## src/rtl/pipeline_pkg.sv

```systemverilog
`default_nettype none
// ============================================================================
//  Module      : pipeline_pkg
//  Description : Shared definitions for the MIPS pipeline front end:
//                default datapath widths, PC increment and the fetch
//                state encoding used by if_fetch.
//  Revision    : 1.0 - initial release
// ============================================================================
package pipeline_pkg;

    localparam int INSTR_SIZE = 32;
    localparam int ADDR_SIZE  = 32;
    localparam int PC_STEP    = 4;

    typedef enum logic [1:0] {
        IDLE    = 2'd0,
        WAIT    = 2'd1,
        DISCARD = 2'd2
    } fetch_state_t;

endpackage
`default_nettype wire

```

## src/rtl/fetch_fifo.sv

```systemverilog
`default_nettype none
// ============================================================================
//  Module      : fetch_fifo
//  Description : Parametric synchronous FIFO holding {instruction, pc}
//                entries between instruction memory and decode. The head
//                entry is presented combinationally from the storage array.
//                A clear input empties the FIFO in one cycle and overrides
//                any push or pop in the same cycle.
//  Ports       : clk, rst      - clock, synchronous active-high reset
//                clear         - drop all entries
//                push/push_data- write one entry
//                pop           - remove head entry (ignored when empty)
//                head_data     - current head entry
//                count         - number of stored entries (0..DEPTH)
//                not_empty     - count != 0
//  Revision    : 1.0 - initial release
// ============================================================================
module fetch_fifo #(
    parameter int WIDTH = 64,
    parameter int DEPTH = 2
) (
    input  logic                     clk,
    input  logic                     rst,
    input  logic                     clear,
    input  logic                     push,
    input  logic [WIDTH-1:0]         push_data,
    input  logic                     pop,
    output logic [WIDTH-1:0]         head_data,
    output logic [$clog2(DEPTH):0]   count,
    output logic                     not_empty
);

    localparam int PTR_W = $clog2(DEPTH);
    localparam int CNT_W = PTR_W + 1;
    localparam logic [CNT_W-1:0] c_DEPTH = CNT_W'(DEPTH);

    logic [WIDTH-1:0] r_mem [DEPTH];
    logic [PTR_W-1:0] r_wr_ptr;
    logic [PTR_W-1:0] r_rd_ptr;
    logic [CNT_W-1:0] r_count;

    logic w_do_pop;
    logic w_do_push;

    // Guard both sides so a misbehaving producer or consumer can never
    // corrupt the pointers.
    assign w_do_pop  = pop && (r_count != '0);
    assign w_do_push = push && ((r_count != c_DEPTH) || w_do_pop);

    always_ff @(posedge clk) begin
        if (rst) begin
            r_wr_ptr <= '0;
            r_rd_ptr <= '0;
            r_count  <= '0;
            for (int i = 0; i < DEPTH; i++) begin
                r_mem[i] <= '0;
            end
        end else if (clear) begin
            r_wr_ptr <= '0;
            r_rd_ptr <= '0;
            r_count  <= '0;
        end else begin
            if (w_do_push) begin
                r_mem[r_wr_ptr] <= push_data;
                r_wr_ptr        <= r_wr_ptr + PTR_W'(1);
            end
            if (w_do_pop) begin
                r_rd_ptr <= r_rd_ptr + PTR_W'(1);
            end
            case ({w_do_push, w_do_pop})
                2'b10:   r_count <= r_count + CNT_W'(1);
                2'b01:   r_count <= r_count - CNT_W'(1);
                default: r_count <= r_count;
            endcase
        end
    end

    assign head_data = r_mem[r_rd_ptr];
    assign count     = r_count;
    assign not_empty = (r_count != '0);

endmodule
`default_nettype wire

```

## src/rtl/if_fetch.sv

```systemverilog
`default_nettype none
// ============================================================================
//  Module      : if_fetch
//  Description : Instruction fetch stage. Keeps the PC, reads instruction
//                memory with a req/ack handshake (one outstanding request),
//                buffers returned words with their PCs and hands them to
//                decode over valid/ready. A redirect flushes the buffer and
//                any in-flight read and restarts fetch at redirect_pc.
//  Ports       : clk, rst               - clock, synchronous active-high reset
//                imem_req/imem_addr     - read request, held until imem_ack
//                imem_ack/imem_rdata    - read completion and data
//                redirect/redirect_pc   - flush and new fetch PC
//                instr/instr_pc         - head instruction and its PC
//                instr_valid/instr_ready- decode handshake
//  Revision    : 1.0 - initial release
// ============================================================================
module if_fetch #(
    parameter int                   INSTR_SIZE = pipeline_pkg::INSTR_SIZE,
    parameter int                   ADDR_SIZE  = pipeline_pkg::ADDR_SIZE,
    parameter int                   FIFO_DEPTH = 2,
    parameter logic [ADDR_SIZE-1:0] RESET_PC   = '0
) (
    input  logic                  clk,
    input  logic                  rst,
    output logic                  imem_req,
    output logic [ADDR_SIZE-1:0]  imem_addr,
    input  logic                  imem_ack,
    input  logic [INSTR_SIZE-1:0] imem_rdata,
    input  logic                  redirect,
    input  logic [ADDR_SIZE-1:0]  redirect_pc,
    output logic [INSTR_SIZE-1:0] instr,
    output logic [ADDR_SIZE-1:0]  instr_pc,
    output logic                  instr_valid,
    input  logic                  instr_ready
);

    import pipeline_pkg::*;

    localparam int CNT_W   = $clog2(FIFO_DEPTH) + 1;
    localparam int ENTRY_W = INSTR_SIZE + ADDR_SIZE;

    localparam logic [CNT_W-1:0]     c_DEPTH      = CNT_W'(FIFO_DEPTH);
    localparam logic [ADDR_SIZE-1:0] c_STEP       = ADDR_SIZE'(PC_STEP);
    localparam logic [ADDR_SIZE-1:0] c_ALIGN_MASK = ~ADDR_SIZE'(3);

    fetch_state_t r_state;
    fetch_state_t w_state_next;
    logic [ADDR_SIZE-1:0] r_pc;
    logic [ADDR_SIZE-1:0] w_pc_next;
    logic [ADDR_SIZE-1:0] r_addr;
    logic [ADDR_SIZE-1:0] w_addr_next;

    logic                 w_push;
    logic                 w_pop;
    logic [CNT_W-1:0]     w_count;
    logic [CNT_W-1:0]     w_count_after;
    logic                 w_valid;
    logic [ENTRY_W-1:0]   w_head;
    logic [ADDR_SIZE-1:0] w_redirect_pc;
    logic [ADDR_SIZE-1:0] w_seq_addr;

    assign w_pop         = w_valid && instr_ready;
    assign w_redirect_pc = redirect_pc & c_ALIGN_MASK;
    assign w_seq_addr    = r_addr + c_STEP;  // wraps modulo 2^ADDR_SIZE

    // Occupancy after this cycle's push/pop; only meaningful in WAIT,
    // where count never exceeds FIFO_DEPTH-1, so count+1 cannot overflow.
    assign w_count_after = w_count + CNT_W'(1) - CNT_W'(w_pop);

    always_ff @(posedge clk) begin
        if (rst) begin
            r_state <= IDLE;
            r_pc    <= RESET_PC;
            r_addr  <= RESET_PC;
        end else begin
            r_state <= w_state_next;
            r_pc    <= w_pc_next;
            r_addr  <= w_addr_next;
        end
    end

    always_comb begin
        w_state_next = r_state;
        w_pc_next    = r_pc;
        w_addr_next  = r_addr;
        w_push       = 1'b0;
        case (r_state)
            IDLE: begin
                if (redirect) begin
                    w_pc_next = w_redirect_pc;
                end else if (w_count < c_DEPTH) begin
                    w_state_next = WAIT;
                    w_addr_next  = r_pc;
                end
            end
            WAIT: begin
                if (redirect) begin
                    // The request cannot be withdrawn: if it has not
                    // completed yet, wait it out and drop its data.
                    w_pc_next    = w_redirect_pc;
                    w_state_next = imem_ack ? IDLE : DISCARD;
                end else if (imem_ack) begin
                    w_push    = 1'b1;
                    w_pc_next = w_seq_addr;
                    if (w_count_after < c_DEPTH) begin
                        w_addr_next = w_seq_addr;
                    end else begin
                        w_state_next = IDLE;
                    end
                end
            end
            DISCARD: begin
                if (redirect) begin
                    w_pc_next = w_redirect_pc;
                end
                if (imem_ack) begin
                    w_state_next = IDLE;
                end
            end
            default: begin
                w_state_next = IDLE;
            end
        endcase
    end

    fetch_fifo #(
        .WIDTH (ENTRY_W),
        .DEPTH (FIFO_DEPTH)
    ) u_fetch_fifo (
        .clk       (clk),
        .rst       (rst),
        .clear     (redirect),
        .push      (w_push),
        .push_data ({imem_rdata, r_addr}),
        .pop       (w_pop),
        .head_data (w_head),
        .count     (w_count),
        .not_empty (w_valid)
    );

    assign imem_req    = (r_state == WAIT) || (r_state == DISCARD);
    assign imem_addr   = r_addr;
    assign instr       = w_head[ENTRY_W-1:ADDR_SIZE];
    assign instr_pc    = w_head[ADDR_SIZE-1:0];
    assign instr_valid = w_valid;

endmodule
`default_nettype wire
```

## config.mk

```make
export PLATFORM = sky130hd
export DESIGN_NAME = if_fetch
export DESIGN_NICKNAME = d
export VERILOG_FILES = /design/src/rtl/pipeline_pkg.sv /design/src/rtl/fetch_fifo.sv /design/src/rtl/if_fetch.sv
export SDC_FILE = /design/constraint.sdc
export NUM_CORES = 1
export LEC_CHECK = 0
export BUFFER_PORTS_ARGS = -buffer_cell sky130_fd_sc_hd__buf_2
export CAP_MARGIN = 20
export CELL_PAD_IN_SITES_DETAIL_PLACEMENT = 0
export CELL_PAD_IN_SITES_GLOBAL_PLACEMENT = 1
export CORE_UTILIZATION = 35
export CTS_CLUSTER_DIAMETER = 80
export DETAILED_ROUTE_END_ITERATION = 7
export PLACE_DENSITY = 0.64
export SLEW_MARGIN = 20
export SYNTH_ARGS = -nofsm -noshare
export SYNTH_HDL_FRONTEND = slang
export SYNTH_SLANG_ARGS = --single-unit
```

## constraint.sdc

```tcl
create_clock -name clk -period 17.2 [get_ports clk]
set_clock_uncertainty 0.1 [all_clocks]
set_input_delay 0.86 -clock clk [delete_from_list [all_inputs] [get_ports clk]]
set_output_delay 0.86 -clock clk [all_outputs]
set_load 0.02 [all_outputs]
```

==> flow_summary.json, run 1 <==
{
  "cp.depth": 6,
  "synth_edf_count": 128,
  "critical_path_required_ns": 17.15,
  "grt_remaining_overflow": 0,
  "rsz0062_at_grt": "false",
  "synth_top_cell_by_area": "edfxtp_1",
  "yosys-top-cells-count": "edfxtp_1, and2_1, dfxtp_1, mux2_2, clkbuf_1",
  "ir_worst_vdd_mv": 0.0518,
  "synthFlopType": "edfxtp_1",
  "place.port_buffers": 164,
  "critPathSlowestCell": "buf_4",
  "num_vias": 7084,
  "cts-root-buf": "clkbuf_16",
  "crit_chain": "ha_1 > buf_4 > o2111ai_2 > buf_4 > o21ai_4 > buf_4",
  "antenna_found_initial": 0,
  "htree_levels": 4,
  "fmax_ghz": 0.329,
  "hold_viol": 0,
  "vias_per_cell": 5.26,
  "grt_util_met1_pct": 25.2,
  "cts_tree": "built",
  "fin_crit_sh_pct": 17.7,
  "finalInstanceArea_um2": 11300,
  "placed_area_um2": 10800,
  "synth_compound_area_share_pct": 10.9,
  "grt_pass1_vias": 6722,
  "coreArea_um2": 27000,
  "ys_types": 63,
  "synthSimpleGateAreaFrac_pct": 18.7,
  "slew-limit-headroom_pct": 36.1,
  "fin_nets": 1071,
  "slew_violations": 0,
  "ant_nets": 0,
  "yosys.area.top_type_share_pct": 39.7,
  "syn_area_um2": 9670,
  "worstSetupStartpointType": "register",
  "clk_pin_slew_ns": 0.08,
  "synthCells": 871,
  "end_kind": "register",
  "fillCellCount": 2631,
  "fin_util_pct": 41.9,
  "drc_errors": 0,
  "post_cts_buffers": 0,
  "numCtsBuffers": 17,
  "syn_area_per_cell_um2": 11.1,
  "hp-start": "r_pc[10]",
  "grt_pass1_wl_um": 39200,
  "maxCapViolCount": 0,
  "dieWidth_um": 168,
  "critPathArrivalTime_ns": 2.99,
  "place_congestion": 0.736,
  "crit_family": "buffers and inverters",
  "die_height_um": 168,
  "max_stage_delay_ns": 0.74,
  "powerDensity_nw_per_um2": 115,
  "initial_utilization_pct": 35.8,
  "fin_crit_ns": 3.04,
  "cts_max_path_buffers": 2,
  "drtPass1Iterations": 6,
  "reg2reg_from": "r_state[0]",
  "dieArea_um2": 28300,
  "synth_top_family_by_area": "simple AND/OR/NAND/NOR gates",
  "hpwl_um": 15800,
  "hp-class": "register to register",
  "totalWireLength_um": 25200,
  "clock_sinks": 199,
  "routedWlPerCell_um": 18.7,
  "synth-seq-cells": 199,
  "path_buf_inv": 3,
  "cp_max_fo": 64,
  "synth_area_leaders": "edfxtp_1, dfxtp_1, mux2_2",
  "fp-row-count": 60,
  "synth-xor-area-share_pct": 2.99,
  "tns_ns": 0,
  "synth_fa_ha_area_share_pct": 1.04,
  "critPathLaunch": "r_state[0]",
  "grt_start_max_net_pins": 65,
  "power_leakage_nw": 4.24,
  "drive_above_1_share_pct": 29.0,
  "tightest_slew_ns": 0.959,
  "grt_use_total_pct": 17.8,
  "path_common_cell": "buf_4",
  "drtIter0Drc": 464,
  "synth_seq_area_share_pct": 54.4,
  "syn-num-nets": 948,
  "post-synth-top-count-cell": "edfxtp_1",
  "cts_hold_buf": 0,
  "outcome": "completed",
  "criticalPathCategory": "register to register",
  "use_met2_pct": 28.6,
  "ios": 167,
  "cts-resized-gates": 0,
  "antenna_cells": 0,
  "async_reset_ff_share_pct": 0,
  "top_usage_layer": "met2",
  "synthMuxAreaShare_pct": 8.18,
  "finalSetupViolCount": 0,
  "syn_to_final_growth_pct": 17.2,
  "ys_warn_count": 0,
  "worst_r2r_path_depth": 6,
  "clk_latency_ns": 0.43,
  "hold_depth": 2,
  "grtUsageMet3_pct": 3.17
}
## power breakdown
| part | total, mW | switching [mW] | internal, mW | leakage (nW) |
|---|---|---|---|---|
| clock network | 0.388 | 0.196 | 0.193 | 0.276 |
| registers | 0.601 | 0.0448 | 0.556 | 1.91 |
| logic | 0.313 | 0.205 | 0.108 | 2.06 |
## cell families (layout without fill, tap and decap cells)
| logic type | count (synthesis) | count (layout) |
|---|---|---|
| AO/OA/AOI/OAI | 161 | 161 |
| XOR/XNOR | 33 | 33 |
| adder cells (fa/ha/maj) | 8 | 8 |
| buffers and inverters | 92 | 228 |
| flip-flops | 199 | 199 |
| multiplexers | 71 | 71 |
| AND/OR/NAND/NOR | 307 | 307 |
## cell usage in the layout, fill, tap and decap left out, types with 6 or more instances in the layout
master and count:
nand3_1 18, and2_1 113, a31oi_1 9, mux2_2 64
nor3_1 12, xnor2_1 26, nor2_1 27, a211oi_1 6
o32ai_1 8, inv_1 19, mux2i_1 7, clkbuf_16 17
dfxtp_1 70, buf_4 12, nand4_1 9, ha_1 8
o21ai_1 6, edfxtp_1 128, and4_1 9, xor2_1 7
buf_2 164, nor4_1 30, a21oi_1 37, nand2_1 42
nor2b_1 12, o21ai_0 35, a22oi_1 23
## state kept, by name, indices dropped and copies added (netlist names), named ones only
name,count
imem_addr,32
r_pc,32
r_state,2
u_fetch_fifo.count,2
u_fetch_fifo.r_mem,128
u_fetch_fifo.r_rd_ptr,1
u_fetch_fifo.r_wr_ptr,1
## worst reg2reg max path: cells and delay by family, from the launching register on
family	cells	cell delay [ns]
flops	1	0.48
compound gates	2	0.33
buf+inv	3	1.48
fa+ha+maj	1	0.22
## path summary, 6_finish.rpt
check        slack (ns)                        to
max reg2reg       14.16  u_fetch_fifo.r_mem[0][9]
min reg2reg        0.35                  r_pc[10]
min                0.35                  r_pc[10]
max               14.16  u_fetch_fifo.r_mem[0][9]
## stage by stage
step	hold WS [ns]	std cells	setup WS [ns]	power, mW
after floorplan	0.327	871	10.53	0.820
after global placement	0.335	1316	14.06	0.923
after detailed placement	0.342	1316	14.00	0.926
after CTS	0.352	1348	14.15	1.32
after global routing	0.371	1348	13.95	1.37
final	0.350	1348	14.16	1.30
## layout make-up
class / instances / area [µm²] / share of cell area, %
well taps: 341 / 427 / 3.76
inverters: 20 / 75.1 / 0.662
repair buffers: 176 / 911 / 8.03
clock buffers: 18 / 429 / 3.79
multi-input cells: 580 / 4090 / 36.1
flip-flops and latches: 199 / 5270 / 46.5
clock inverters: 14 / 138 / 1.21
## routing by layer
layer	vias up	wire length [µm]
met4	0	140
met3	12	991
li1	3430	-
met1	3479	12400
met2	163	11700
met5	-	0
Power figures use the tool's default switching activity.
==> inputs of run 2 (changes only) <==
- PLACE_DENSITY: 0.64 -> 0.66
- clock period: 17.2 -> 2.53 ns (I/O delays scaled with it)
==> run 2 against run 1 <==
Net effect: design area increased by 9.4%; critical path depth increased by 2; die area unchanged; total power increased to 7.1 times the previous value; global-route usage increased by 0.70 points; sequential cell count unchanged; non-clock buffer count increased by 97; first-iteration DRC count increased by 19%; worst setup slack got worse by 14 ns; clock power increased to 7.2 times the previous value; largest cell class unchanged.
==> flow_summary.json, run 2 (same netlist as run 1, synthesis figures left out) <==
{
  "outcome": "completed",
  "layout_common_cells": "buf_2, edfxtp_1, and2_1",
  "numCtsBuffers": 17,
  "clk_pin_slew_ns": 0.07,
  "drtIter0Drc": 553,
  "total_power_mw": 9.28,
  "worstSetupStartpointType": "register",
  "maxCapViolCount": 0,
  "drive_above_1_share_pct": 30.5,
  "drc_errors": 0,
  "switching_power_mw": 3.14,
  "slew_violations": 0,
  "fin_nets": 1168,
  "cts-resized-gates": 0,
  "die_height_um": 168,
  "p_sw_share_pct": 33.8,
  "finalSetupViolCount": 0,
  "pre_cts_slack_ns": 0.251,
  "dpl.cell_count": 1350,
  "place_congestion": 0.795,
  "coreArea_um2": 27000,
  "largest_reg_flops": 128,
  "grt_use_total_pct": 18.5,
  "cts_max_path_buffers": 2,
  "critPathArrivalTime_ns": 2.57,
  "criticalPathCategory": "register to register",
  "finalWorstSetupSlack_ns": 0.210,
  "hold_viol": 0,
  "routedWlPerCell_um": 18.1,
  "vias_per_cell": 5.22,
  "dieArea_um2": 28300,
  "drtPass1Iterations": 5,
  "end_kind": "register",
  "antenna_cells": 0,
  "critPathLaunch": "r_state[0]",
  "top_register": "u_fetch_fifo.r_mem",
  "syn_to_final_growth_pct": 28.3,
  "power_leakage_nw": 4.74,
  "power_frac_comb_pct": 26.5,
  "dieWidth_um": 168,
  "final_cells": 1444,
  "final_common_cell": "buf_2",
  "grt_remaining_overflow": 0,
  "clock_sinks": 199,
  "cts-root-buf": "clkbuf_16",
  "ir_worst_vdd_mv": 0.379,
  "fillCellCount": 2527,
  "grt_start_max_net_pins": 65,
  "ios": 167,
  "hp-class": "input port to register",
  "fin_crit_sh_pct": 91.7,
  "clkPwrFrac_pct": 30.0,
  "cts_hold_buf": 63,
  "reg2reg_from": "r_state[0]",
  "fin_crit_ns": 2.32,
  "cp_max_fo": 18,
  "rsz0062_at_grt": "false",
  "critical_path_required_ns": 2.78,
  "tightest_slew_ns": 0.661,
  "grt_pass1_vias": 7060,
  "fmax_ghz": 0.431,
  "fp-row-count": 60,
  "ant_nets": 0,
  "fin_util_pct": 45.9,
  "hpwl_um": 17000,
  "place.port_buffers": 164,
  "hp-start": "imem_ack",
  "intPower_mw": 6.14,
  "antenna_found_initial": 0,
  "pwr-share-seq_pct": 43.4,
  "tns_ns": 0,
  "initial_utilization_pct": 35.8,
  "slew-limit-headroom_pct": 55.9,
  "totalWireLength_um": 26100,
  "cts_tree": "built",
  "htree_levels": 4,
  "post_cts_buffers": 0,
  "grt_pass1_wl_um": 40500,
  "clk_latency_ns": 0.44,
  "num_vias": 7544,
  "powerDensity_nw_per_um2": 748
}
run 2: cell types whose count changed in the layout (fill, tap and decap cells not counted), moves of 3 or more:
cell	before	now
buf_4	12	38
inv_2	0	3
dfxtp_1	70	66
buf_12	0	8
dlygate4sd3_1	0	63
dfxtp_2	0	5
run 2: layer usage:
layer | global-route usage (%) | up-vias | wire length [µm]
met5 | 0 | - | 0
met4 | 4.62 | 0 | 293
met3 | 3.46 | 19 | 1380
met2 | 29.5 | 218 | 12000
met1 | 25.9 | 3684 | 12400
li1 | - | 3623 | -
run 2: power by group through the flow:
stage          clock [mW]  sequential [mW]  combinational [mW]
6_report             2.79             4.03                2.46
5_1_grt              2.99             4.07                2.68
4_1_cts              2.85             4.03                2.48
3_5_place_dp            0             4.10                2.39
3_3_place_gp            0             4.09                2.38
2_1_floorplan           0             4.10                1.49
run 2: cell type report:
type / count / area, µm² / area share, %
Clock buffer: 17 / 425 / 3.43
Clock inverter: 14 / 176 / 1.42
Timing Repair Buffer: 273 / 1900 / 15.3
Tap cell: 341 / 427 / 3.44
Sequential cell: 199 / 5270 / 42.5
Multi-Input combinational cell: 580 / 4130 / 33.3
Inverter: 20 / 75.1 / 0.605
run 2: critical path: stages (launching register included):
cell      delay, ns
dfxtp_2        0.43
inv_1          0.12
ha_1           0.27
a21oi_1        0.20
o211ai_2       0.16
nor2_1         0.26
buf_12         0.19
nand2_1        0.26
o21ai_0        0.24
run 2: worst paths after layout:
| check | to | slack (ns) | depth (start not counted) |
|---|---|---|---|
| max | imem_addr[28] | 0.21 | 8 |
| max reg2reg | imem_addr[28] | 0.21 | 8 |
| min | r_state[0] | 0.09 | 3 |
| min reg2reg | r_pc[8] | 0.35 | 2 |
run 2: stage by stage:
stage,hold WS [ns],instance area [µm²]
finish,0.0890,12400
floorplan,0.158,9750
CTS,0.0792,12400
global route,0.0980,12400
detailed placement,0.252,11200
global placement,0.250,11200
